### config.mk
export PLATFORM = sky130hd
export DESIGN_NAME = wb_uart_tx_flat
export DESIGN_NICKNAME = d
export VERILOG_FILES = /design/src/rtl/wb_uart_tx_if.sv /design/src/rtl/wb_uart_tx.sv /design/src/flat_wrapper.sv
export SDC_FILE = /design/constraint.sdc
export NUM_CORES = 1
export LEC_CHECK = 0
export CORE_AREA = 2 2 138 140
export DETAILED_ROUTE_END_ITERATION = 8
export DIE_AREA = 0 0 140 142
export PLACE_DENSITY = 0.54
export SLEW_MARGIN = 20
export SYNTH_ARGS = -nofsm -noshare
export SYNTH_HDL_FRONTEND = slang
export SYNTH_SLANG_ARGS = --single-unit
### constraint.sdc
create_clock -name clk_i -period 2.6 [get_ports clk_i]
set_input_delay 0.65 -clock clk_i [delete_from_list [all_inputs] [get_ports clk_i]]
set_output_delay 0.65 -clock clk_i [all_outputs]
set_load 0.01 [all_outputs]
### src/rtl/wb_uart_tx_if.sv
`default_nettype none
// ============================================================================
// Module   : wb_uart_tx_if
// Purpose  : Wishbone slave bus bundle for the wb_uart_tx transmitter.
// Revision : 1.0 - initial release
// ============================================================================
interface wb_uart_tx_if;
    logic        cyc_i;
    logic        stb_i;
    logic        we_i;
    logic [1:0]  sel_i;
    logic [14:0] adr_i;
    logic [15:0] dat_i;
    logic        ack_o;
    logic [15:0] dat_o;

    modport slave (
        input  cyc_i, stb_i, we_i, sel_i, adr_i, dat_i,
        output ack_o, dat_o
    );

    modport master (
        output cyc_i, stb_i, we_i, sel_i, adr_i, dat_i,
        input  ack_o, dat_o
    );
endinterface
`default_nettype wire

### src/rtl/wb_uart_tx.sv
`default_nettype none
// ============================================================================
// Module   : wb_uart_tx
// Purpose  : Wishbone slave UART transmitter, byte FIFO feeding an 8N1
//            serialiser. Define UART_TX_PARITY_EN to add an even-parity bit.
// Revision : 1.0 - initial release
// ============================================================================
module wb_uart_tx #(
    parameter int          DEPTH       = 4,
    parameter logic [15:0] DEFAULT_DIV = 16'd868
) (
    input  wire logic        clk_i,
    input  wire logic        arst_i,
    wb_uart_tx_if.slave      bus,
    output logic             tx_o,
    output logic             irq_o
);
    localparam int AW = $clog2(DEPTH);
    localparam int CW = AW + 1;

`ifdef UART_TX_PARITY_EN
    typedef enum logic [2:0] {
        S_IDLE   = 3'd0,
        S_START  = 3'd1,
        S_DATA   = 3'd2,
        S_STOP   = 3'd3,
        S_PARITY = 3'd4
    } state_t;
`else
    typedef enum logic [1:0] {
        S_IDLE  = 2'd0,
        S_START = 2'd1,
        S_DATA  = 2'd2,
        S_STOP  = 2'd3
    } state_t;
`endif

    state_t          state_q, state_d;
    logic            ack_q;
    logic [15:0]     dat_q, dat_d;
    logic            tx_q, tx_d;
    logic [15:0]     baud_q, baud_d;
    logic            ovf_q, ovf_d;
    logic [7:0]      mem_q [DEPTH];
    logic [AW-1:0]   wr_ptr_q, rd_ptr_q;
    logic [CW-1:0]   count_q, count_d;
    logic [15:0]     timer_q, timer_d;
    logic [2:0]      idx_q, idx_d;
    logic [7:0]      shreg_q, shreg_d;
    logic            par_q, par_d;

    logic            w_req, w_wr, w_push, w_push_ok, w_pop;
    logic            w_full, w_empty;
    logic [7:0]      w_head;
    logic [15:0]     w_div_m1, w_cnt_ext, w_status, w_rdata;
    logic            w_unused_adr;

    assign w_unused_adr = ^bus.adr_i[14:2];

    // The request is taken on the edge it is sampled; ack blocks a second one.
    assign w_req     = bus.cyc_i & bus.stb_i & ~ack_q;
    assign w_wr      = w_req & bus.we_i;
    assign w_push    = w_wr & (bus.adr_i[1:0] == 2'd0) & bus.sel_i[0];
    assign w_full    = (count_q == CW'(DEPTH));
    assign w_empty   = (count_q == '0);
    assign w_push_ok = w_push & (~w_full | w_pop);
    assign w_head    = mem_q[rd_ptr_q];
    assign w_div_m1  = (baud_q == 16'd0) ? 16'd0 : baud_q - 16'd1;
    assign w_cnt_ext = 16'(count_q);
    assign w_status  = {8'h00, w_cnt_ext[3:0], ovf_q, w_empty, w_full, (state_q != S_IDLE)};

    always_comb begin
        w_rdata = 16'h0000;
        case (bus.adr_i[1:0])
            2'd1:    w_rdata = w_status;
            2'd2:    w_rdata = baud_q;
            default: w_rdata = 16'h0000;
        endcase
    end

    always_comb begin
        dat_d  = (w_req & ~bus.we_i) ? w_rdata : 16'h0000;
        baud_d = baud_q;
        if (w_wr && bus.adr_i[1:0] == 2'd2) begin
            if (bus.sel_i[0]) baud_d[7:0]  = bus.dat_i[7:0];
            if (bus.sel_i[1]) baud_d[15:8] = bus.dat_i[15:8];
        end
        ovf_d = ovf_q;
        if (w_wr && bus.adr_i[1:0] == 2'd1)
            ovf_d = 1'b0;
        else if (w_push && w_full && !w_pop)
            ovf_d = 1'b1;
        count_d = count_q;
        case ({w_push_ok, w_pop})
            2'b10:   count_d = count_q + CW'(1);
            2'b01:   count_d = count_q - CW'(1);
            default: count_d = count_q;
        endcase
    end

    always_comb begin
        state_d = state_q;
        timer_d = timer_q;
        idx_d   = idx_q;
        shreg_d = shreg_q;
        par_d   = par_q;
        tx_d    = tx_q;
        w_pop   = 1'b0;
        case (state_q)
            S_IDLE: begin
                tx_d = 1'b1;
                if (!w_empty) begin
                    w_pop   = 1'b1;
                    shreg_d = w_head;
                    par_d   = ^w_head;
                    timer_d = w_div_m1;
                    tx_d    = 1'b0;
                    state_d = S_START;
                end
            end
            S_START: begin
                if (timer_q == 16'd0) begin
                    timer_d = w_div_m1;
                    idx_d   = 3'd0;
                    tx_d    = shreg_q[0];
                    shreg_d = {1'b0, shreg_q[7:1]};
                    state_d = S_DATA;
                end else begin
                    timer_d = timer_q - 16'd1;
                end
            end
            S_DATA: begin
                if (timer_q == 16'd0) begin
                    timer_d = w_div_m1;
                    if (idx_q == 3'd7) begin
`ifdef UART_TX_PARITY_EN
                        tx_d    = par_q;
                        state_d = S_PARITY;
`else
                        tx_d    = 1'b1;
                        state_d = S_STOP;
`endif
                    end else begin
                        idx_d   = idx_q + 3'd1;
                        tx_d    = shreg_q[0];
                        shreg_d = {1'b0, shreg_q[7:1]};
                    end
                end else begin
                    timer_d = timer_q - 16'd1;
                end
            end
`ifdef UART_TX_PARITY_EN
            S_PARITY: begin
                if (timer_q == 16'd0) begin
                    timer_d = w_div_m1;
                    tx_d    = 1'b1;
                    state_d = S_STOP;
                end else begin
                    timer_d = timer_q - 16'd1;
                end
            end
`endif
            S_STOP: begin
                if (timer_q == 16'd0) begin
                    // Chain straight into the next start bit so frames abut.
                    if (!w_empty) begin
                        w_pop   = 1'b1;
                        shreg_d = w_head;
                        par_d   = ^w_head;
                        timer_d = w_div_m1;
                        tx_d    = 1'b0;
                        state_d = S_START;
                    end else begin
                        tx_d    = 1'b1;
                        state_d = S_IDLE;
                    end
                end else begin
                    timer_d = timer_q - 16'd1;
                end
            end
            default: begin
                tx_d    = 1'b1;
                state_d = S_IDLE;
            end
        endcase
    end

    always_ff @(posedge clk_i or posedge arst_i) begin
        if (arst_i) begin
            state_q  <= S_IDLE;
            ack_q    <= 1'b0;
            dat_q    <= 16'h0000;
            tx_q     <= 1'b1;
            baud_q   <= DEFAULT_DIV;
            ovf_q    <= 1'b0;
            wr_ptr_q <= '0;
            rd_ptr_q <= '0;
            count_q  <= '0;
            timer_q  <= 16'd0;
            idx_q    <= 3'd0;
            shreg_q  <= 8'h00;
            par_q    <= 1'b0;
        end else begin
            state_q  <= state_d;
            ack_q    <= w_req;
            dat_q    <= dat_d;
            tx_q     <= tx_d;
            baud_q   <= baud_d;
            ovf_q    <= ovf_d;
            count_q  <= count_d;
            timer_q  <= timer_d;
            idx_q    <= idx_d;
            shreg_q  <= shreg_d;
            par_q    <= par_d;
            if (w_push_ok) wr_ptr_q <= wr_ptr_q + AW'(1);
            if (w_pop)     rd_ptr_q <= rd_ptr_q + AW'(1);
        end
    end

    always_ff @(posedge clk_i) begin
        if (w_push_ok) mem_q[wr_ptr_q] <= bus.dat_i[7:0];
    end

    assign bus.ack_o = ack_q;
    assign bus.dat_o = dat_q;
    assign tx_o      = tx_q;
    assign irq_o     = (state_q == S_IDLE) && w_empty;

endmodule
`default_nettype wire

### src/flat_wrapper.sv
// flat-port wrapper written by rule: the top's interface ports become plain ports
module wb_uart_tx_flat 
#(
    parameter int          DEPTH       = 4,
    parameter logic [15:0] DEFAULT_DIV = 16'd868
)
  (clk_i, arst_i, tx_o, irq_o, bus_cyc_i, bus_stb_i, bus_we_i, bus_sel_i, bus_adr_i, bus_dat_i, bus_ack_o, bus_dat_o);
  wb_uart_tx_if bus_i ();
  input  wire logic clk_i;
  input  wire logic arst_i;
  output logic tx_o;
  output logic irq_o;
  input wire logic [$bits(bus_i.cyc_i)-1:0] bus_cyc_i;
  input wire logic [$bits(bus_i.stb_i)-1:0] bus_stb_i;
  input wire logic [$bits(bus_i.we_i)-1:0] bus_we_i;
  input wire logic [$bits(bus_i.sel_i)-1:0] bus_sel_i;
  input wire logic [$bits(bus_i.adr_i)-1:0] bus_adr_i;
  input wire logic [$bits(bus_i.dat_i)-1:0] bus_dat_i;
  output wire logic [$bits(bus_i.ack_o)-1:0] bus_ack_o;
  output wire logic [$bits(bus_i.dat_o)-1:0] bus_dat_o;
  assign bus_i.cyc_i = bus_cyc_i;
  assign bus_i.stb_i = bus_stb_i;
  assign bus_i.we_i = bus_we_i;
  assign bus_i.sel_i = bus_sel_i;
  assign bus_i.adr_i = bus_adr_i;
  assign bus_i.dat_i = bus_dat_i;
  assign bus_ack_o = bus_i.ack_o;
  assign bus_dat_o = bus_i.dat_o;
  wb_uart_tx #(.DEPTH(DEPTH), .DEFAULT_DIV(DEFAULT_DIV)) u_core (.clk_i(clk_i), .arst_i(arst_i), .bus(bus_i), .tx_o(tx_o), .irq_o(irq_o));
endmodule
# [Yosys cells after proc, flatten, opt, wreduce, memory -nomap -nowiden]
# Memory sizes are Yosys's and may differ from the RTL's.
# Index checks and enable logic that the tools add are counted.
[totals] ram_bits=32 reg_bits=71 wordCells=107 memories=1 in_bits=38
[classes] n_eq_ne=15 n_addsub=7 mux=38 bitwise=11 reduce_logical=22
[memory_table] name="u_core.mem_q" words=4 word_bits=8 read_ports=1 rd_ports_with_merged_regs=0 write_ports=1 line="wb_uart_tx.sv:44" source="logic [7:0] mem_q [DEPTH];"
[ops] operator="$mux W16" count=5
[ops] operator="$pmux W16 S3" count=1
[ops] operator="$mux W8" count=5
[ops] operator="$logic_not A16 Y1" count=2
[ops] operator="$pmux W16 S2" count=1
[ops] operator="$pmux W8 S4" count=1
[ops] operator="$sub A16 B1 Y16 const B" count=2
[ops] operator="$mux W1" count=12
[ops] operator="$pmux W3 S2" count=2
[ops] operator="$mux W2" count=5
[ops] operator="$mux W3" count=3
[ops] operator="$eq A2 B2 Y1 const B" count=4
[ops] operator="$ne A2 B1 Y1 const B" count=4
[ops] operator="$pmux W2 S4" count=1
[ops] operator="$reduce_and A4 Y1" count=2
[ops] operator="$reduce_bool A2 Y1" count=4
[ops] operator="$and A1 B1 Y1" count=7
[ops] operator="$add A3 B1 Y3 const B" count=2
[ops] operator="$eq A2 B1 Y1 const B" count=3
[ops] operator="$eq A3 B3 Y1 const B" count=2
[ops] operator="$logic_and A1 B1 Y1" count=5
[ops] operator="$reduce_and A5 Y1" count=1
[ops] operator="$add A2 B1 Y2 const B" count=2
[ops] operator="$logic_not A2 Y1" count=2
[ops] operator="other kinds (11)" count=15

# [Logic depth before layout (Yosys ltp)]
[depth] ltp_word=9 mapped_depth=11 mapped_depth_nobuf=11

# [Least setup slack after synthesis]
# Ideal clock, no wire load.
[synth_timing] path_kind="reg-to-reg" startpoint="register u_core.timer_q[0]" endpoint="register u_core.count_q[2]" path_buffers=0 period_less_slack_ps=2838 arrival_ps=2712 setup_time_ps=125 stages_incl_launch_ff=11 t_required_ps=2475 path_slack_ps=-238 path_cell_list="dfrtp_1 -> inv_1 -> ha_1 -> or4b_1 -> nor4_4 -> a21oi_2 -> nor4_2 -> inv_1 -> fa_1 -> and4b_1 -> nor3_1"
[synth_via] elab_chain_len=7
[synth_rtl] element="from (decl)" line="wb_uart_tx.sv:47" source="logic [15:0] timer_q, timer_d;"
[synth_rtl] element="from (signal assigned)" line="wb_uart_tx.sv:211" source="timer_q <= timer_d;"
[synth_rtl] element="$logic_not A16 Y1 (*)" line="wb_uart_tx.sv:164" source="if (timer_q == 16'd0) begin"
[synth_rtl] element="$mux W1 (*)" line="wb_uart_tx.sv:164"
[synth_rtl] element="$pmux W1 S2 (*)" line="wb_uart_tx.sv:109" source="case (state_q)"
[synth_rtl] element="$or A1 B1 Y1" line="wb_uart_tx.sv:66" source="assign w_push_ok = w_push & (~w_full | w_pop);"
[synth_rtl] element="$and A1 B1 Y1" line="wb_uart_tx.sv:66"
[synth_rtl] element="$eq A2 B1 Y1 / $eq A2 B2 Y1 (equally long branches)" line="wb_uart_tx.sv:94" source="case ({w_push_ok, w_pop})"
[synth_rtl] element="$pmux W3 S2 / $reduce_bool A2 Y1 (equally long branches)"
[synth_rtl] element="to (signal assigned)" line="wb_uart_tx.sv:210" source="count_q <= count_d;"
[synth_rtl] element="to (decl)" line="wb_uart_tx.sv:46" source="logic [CW-1:0] count_q, count_d;"
# Mark *: on every way between the ends. The rest lies on a longest branch, timed or not.
# A chain may end at the register's enable or synchronous reset.

# [Final worst setup path]
[layout_timing] startpoint="register u_core.timer_q[0]" endpoint="memory u_core.mem_q[3][7], enable pin"
[layout_via] elab_chain_len=7
[layout_rtl] element="$logic_not A16 Y1" line="wb_uart_tx.sv:164"
[layout_rtl] element="$mux W1" line="wb_uart_tx.sv:164"
[layout_rtl] element="$pmux W1 S2" line="wb_uart_tx.sv:109"
[layout_rtl] element="$or A1 B1 Y1" line="wb_uart_tx.sv:66"
[layout_rtl] element="$and A1 B1 Y1" line="wb_uart_tx.sv:66"
[layout_rtl] element="$mux W1" line="wb_uart_tx.sv:221" source="if (w_push_ok) mem_q[wr_ptr_q] <= bus.dat_i[7:0];"
[layout_rtl] element="$mux W1 (implied by the code)" line="wb_uart_tx.sv:221"
[layout_rtl] element="to (decl)" line="wb_uart_tx.sv:44"
# Every way passes these cells.

==> results <==
==> stage by stage <==
step | cells | setup TNS (ns) | worst slack (ns) | hold slack, ns | util, %
2_1_floorplan | 498 | -0.1588 | -0.1588 | 0.4422 | -
3_3_place_gp | 811 | -0.8237 | -0.2071 | 0.4629 | 35.36
3_5_place_dp | 811 | -1.441 | -0.2356 | 0.4702 | 35.36
4_1_cts | 827 | -0.8764 | -0.03820 | 0.4861 | 37.17
5_1_grt | 829 | -2.645 | -0.09129 | 0.5051 | 37.42
6_report | 829 | -0.4280 | -0.02260 | 0.4814 | 37.42
==> power breakdown <==
group	internal [mW]	switching, mW	leakage (nW)
Combinational	1.61	1.99	1.53
Sequential	1.99	0.291	1.20
Clock	0.770	0.660	0.154
Total	4.38	2.94	2.88
==> worst register-to-register path, cell delays in order, from the launching register on <==
cell and delay (ns):
sky130_fd_sc_hd__dfrtp_1 0.38, sky130_fd_sc_hd__inv_1 0.07, sky130_fd_sc_hd__ha_2 0.17, sky130_fd_sc_hd__or4b_4 0.47
sky130_fd_sc_hd__nor4_4 0.28, sky130_fd_sc_hd__a21oi_2 0.17, sky130_fd_sc_hd__buf_4 0.16, sky130_fd_sc_hd__nand2b_4 0.14
sky130_fd_sc_hd__a21boi_4 0.22, sky130_fd_sc_hd__and2_4 0.26
==> sequential cells by signal (all words and copies together) (netlist names) <==
name	flops
u_core.wr_ptr_q	2
u_core.state_q	2
u_core.baud_q	16
u_core.mem_q	32
u_core.bus.dat_o	16
u_core.timer_q	16
u_core.idx_q	3
u_core.shreg_q	8
u_core.rd_ptr_q	2
u_core.bus.ack_o	1
u_core.count_q	3
u_core.tx_o	1
u_core.ovf_q	1
==> worst paths after layout <==
kind / startpoint / to / slack, ns / cells after the start
worst max register to register: u_core.timer_q[0] / u_core.mem_q[3][7] / -0.02 / 9
worst min register to register: u_core.shreg_q[0] / u_core.shreg_q[0] / 0.48 / 2
worst min-delay path: u_core.shreg_q[0] / u_core.shreg_q[0] / 0.48 / 2
min in group asynchronous: arst_i / u_core.shreg_q[2] / 0.68 / 3
worst max-delay path: u_core.timer_q[0] / u_core.mem_q[3][7] / -0.02 / 9
max in group asynchronous: arst_i / u_core.baud_q[9] / 1.57 / 3
==> routing by layer <==
layer / part of all wire [%] / wire [um] / global-route usage, % / vias to the layer above
li1: - / - / - / 2027
met1: 47 / 6414 / 18.61 / 2044
met2: 48 / 6472 / 23.13 / 82
met3: 3.4 / 464 / 2.725 / 15
met4: 1.8 / 238 / 5.104 / 0
met5: 0 / 0 / 0 / -
==> cell type report <==
class | count | area [sq um] | area share [%]
clock buffers | 9 | 225.2 | 3.261
clock inverters | 7 | 90.09 | 1.304
inverters | 19 | 71.32 | 1.033
multi-input cells | 356 | 2597 | 37.61
flip-flops and latches | 103 | 2745 | 39.75
well taps | 234 | 292.8 | 4.239
repair buffers | 101 | 884.6 | 12.81
==> repair_timing <==
| item | CTS | global route |
|---|---|---|
| endpoints found under the setup margin | 35 | 38 |
| pin swaps | 0 | 5 |
| hold endpoints to repair | 0 | 0 |
| setup buffers | 0 | 2 |
| gates resized for setup | 6 | 11 |
==> cell families after synthesis <==
logic type / after synthesis
AOI/OAI and AO/OA: 119
buffers and inverters: 39
DFF: 103
adders and majority gates: 17
muxes: 38
xor gates and xnor gates: 18
and+or+nand+nor: 164
==> cells in the mapped netlist (2+ instances only) <==
cell type                  count  area share (%)
sky130_fd_sc_hd__a211oi_1      3            0.41
sky130_fd_sc_hd__a21o_1        5            0.69
sky130_fd_sc_hd__a21oi_1      22             2.0
sky130_fd_sc_hd__a221oi_1      2            0.32
sky130_fd_sc_hd__a22o_1        4            0.64
sky130_fd_sc_hd__a22oi_1       8             1.1
sky130_fd_sc_hd__a31oi_1       4            0.46
sky130_fd_sc_hd__and2_1       14             1.6
sky130_fd_sc_hd__and3_1        2            0.23
sky130_fd_sc_hd__and4_1        2            0.32
sky130_fd_sc_hd__buf_2         3            0.28
sky130_fd_sc_hd__clkbuf_1     15             1.0
sky130_fd_sc_hd__dfrtp_1      65              30
sky130_fd_sc_hd__dfstp_2       6             2.9
sky130_fd_sc_hd__edfxtp_1     32              18
sky130_fd_sc_hd__ha_1         16             3.7
sky130_fd_sc_hd__inv_1        18             1.2
sky130_fd_sc_hd__mux2_2       17             3.5
sky130_fd_sc_hd__mux2i_1      13             2.4
sky130_fd_sc_hd__mux4_2        8             3.3
sky130_fd_sc_hd__nand2_1      37             2.6
sky130_fd_sc_hd__nand2b_1      4            0.46
sky130_fd_sc_hd__nand3_1       4            0.37
sky130_fd_sc_hd__nand3b_1      3            0.41
sky130_fd_sc_hd__nand4_1       2            0.23
sky130_fd_sc_hd__nor2_1       48             3.3
sky130_fd_sc_hd__nor2b_1       3            0.35
sky130_fd_sc_hd__nor3_1       12             1.1
sky130_fd_sc_hd__nor4_1        6            0.69
sky130_fd_sc_hd__o211ai_1      3            0.41
sky130_fd_sc_hd__o21ai_0      32             2.9
sky130_fd_sc_hd__o22ai_1       6            0.69
sky130_fd_sc_hd__o31a_1        2            0.32
sky130_fd_sc_hd__o31ai_1      12             1.7
sky130_fd_sc_hd__o32ai_1       2            0.32
sky130_fd_sc_hd__or3_1         7            0.81
sky130_fd_sc_hd__or4_1         7            0.97
sky130_fd_sc_hd__xnor2_1      12             1.9
sky130_fd_sc_hd__xor2_1        6            0.97
==> impl_summary.log <==
INFO  metric final_period_minus_worst_setup_slack = 2.623 ns
INFO  metric timing.critical_path.fanout_max = 8
INFO  metric layout_setup_ws = -0.02260 ns
INFO  metric synthCells = 498
INFO  metric fin_area = 0.006907 sq mm
INFO  metric p_leak = 2.879 nW
INFO  metric drt_pass1_iterations = 6
INFO  metric seq_area_frac_synth = 50.47%
INFO  metric initial_utilization = 29.47%
INFO  metric cp_cell_sequence = inv_1, ha_2, or4b_4, nor4_4, a21oi_2, buf_4, nand2b_4, a21boi_4, and2_4
INFO  metric worst_path_dominant_cell_family = simple AND/OR/NAND/NOR gates
INFO  metric drt.antenna.violating_nets = 0
INFO  metric n_fill_cell = ~1800
INFO  metric synth_enable_flop_cells = 32
INFO  metric place_hpwl = 9908 um
INFO  metric syn-num-nets = 553
INFO  metric final_cell_mix = 65 x sky130_fd_sc_hd__dfrtp_1, 55 x sky130_fd_sc_hd__buf_4, 47 x sky130_fd_sc_hd__nor2_1
INFO  metric max_slew_margin = 59.34%
INFO  metric die_height = 142 um
INFO  metric final_min_period_over_clock_period = 100.9%
INFO  metric final_common_cell = sky130_fd_sc_hd__dfrtp_1
INFO  metric synth.yosys.warnings = 0
INFO  metric gp_congestion = 0.8817
INFO  metric route.detailed.vias_per_inst = 5.028
INFO  metric synth_xor_area_share = 2.899%
INFO  metric die_width = roughly 140 um
INFO  metric synth-async-reset-ratio = 68.93%
INFO  metric core_box_area = 0.01846 sq mm
INFO  metric grt_pass1_vias = 4106
INFO  metric muxShareOfSynthArea = 9.225%
INFO  metric wl_per_cell = between 15 and 20 um
INFO  metric totalPowerFinal = 7.318 mW
INFO  metric outcome = complete, but fails checks
INFO  metric vias = 4168
INFO  metric synthesis.area = 0.005439 sq mm
INFO  metric setup.worst_path.start_class = register
INFO  metric groute.usage.overall = 14.06%
INFO  metric grt_max_degree = 72
INFO  metric achievable-frequency = around 380 MHz
INFO  metric maxCapViolations = 0
INFO  metric synth-compound-area-share = 14.56%
INFO  metric final_layout_size_suffix_gt1_share = 22.02%
INFO  metric failed_checks = setup timing
INFO  metric synth_top_family_by_area = simple AND/OR/NAND/NOR gates
INFO  metric syn_avg_cell_area = around 11 sq um
INFO  metric crit_arrival = 2.69 ns
INFO  metric setup_repair_after_global_routing_missed_its_margin = yes
INFO  metric timing.critical_path.slowest_stage_cell = sky130_fd_sc_hd__or4b_4
INFO  metric number_of_register_bits_inferred_by_synthesis = ~100
INFO  metric critical_path_buf_inv_count = 2
INFO  metric hold_class = reg -> reg
INFO  metric power_per_cell_area = roughly 1100 mW/mm^2
INFO  metric clock_tree.htree_level_count = 3
INFO  metric clk_latency = 0.36 ns
INFO  metric timing_max_transition_violations_final = 0
INFO  metric synthToLayoutAreaGrowth = 26.98%
INFO  metric worst-setup-path-type = reg -> reg
INFO  metric report.final.hold_viol_count = 0
INFO  metric timing.critical_path.to_type = register
INFO  metric setup_violations = 32
INFO  metric cts.hold.buffers_added = 0
INFO  metric actual_transition_at_the_worst_max_transition_pin = 0.6099 ns
INFO  metric dpl_cell_area = between 0.006 and 0.007 sq mm
INFO  metric cts_buffers = 9
INFO  metric rows = 50
INFO  metric routed_wl = roughly 14000 um
INFO  metric cts_tree = yes
INFO  metric clk_pin_slew_worst_paths = 0.08 ns
INFO  metric grt_antenna_before_repair = 0
INFO  metric synth_adder_area_share = slightly above 4%
INFO  metric clock_sinks = slightly above 100
INFO  metric fp.dieArea = between 0.015 and 0.02 sq mm
INFO  metric cp_slowest_stage_delay = around 0.47 ns
INFO  metric yosys.cell_types.count = 70
INFO  metric gr-total-overflow = 0
INFO  metric post-route-drc-count = 0
INFO  metric synthFlopType = sky130_fd_sc_hd__dfrtp_1
INFO  metric synthSimpleGateAreaFrac = between 10% and 20%
INFO  metric ios = between 50 and 60
INFO  metric clk_path_buf_depth = 2
INFO  metric dr.first_iter.drc_count = around 290
INFO  metric worstPathRequired = 2.67 ns
INFO  metric buffer_ports.inserted = 43
INFO  metric antenna-diode-count = 0
INFO  metric ctsRootBufferMaster = sky130_fd_sc_hd__clkbuf_16
INFO  metric ir_worst_vdd = around 440 uV
INFO  metric global_route_wire_length_before_repair = 21800 um
INFO  metric finalClockSkew = between 0.008 and 0.009 ns
INFO  metric nets = 645
No activity file was read; power rests on OpenSTA's default activity.
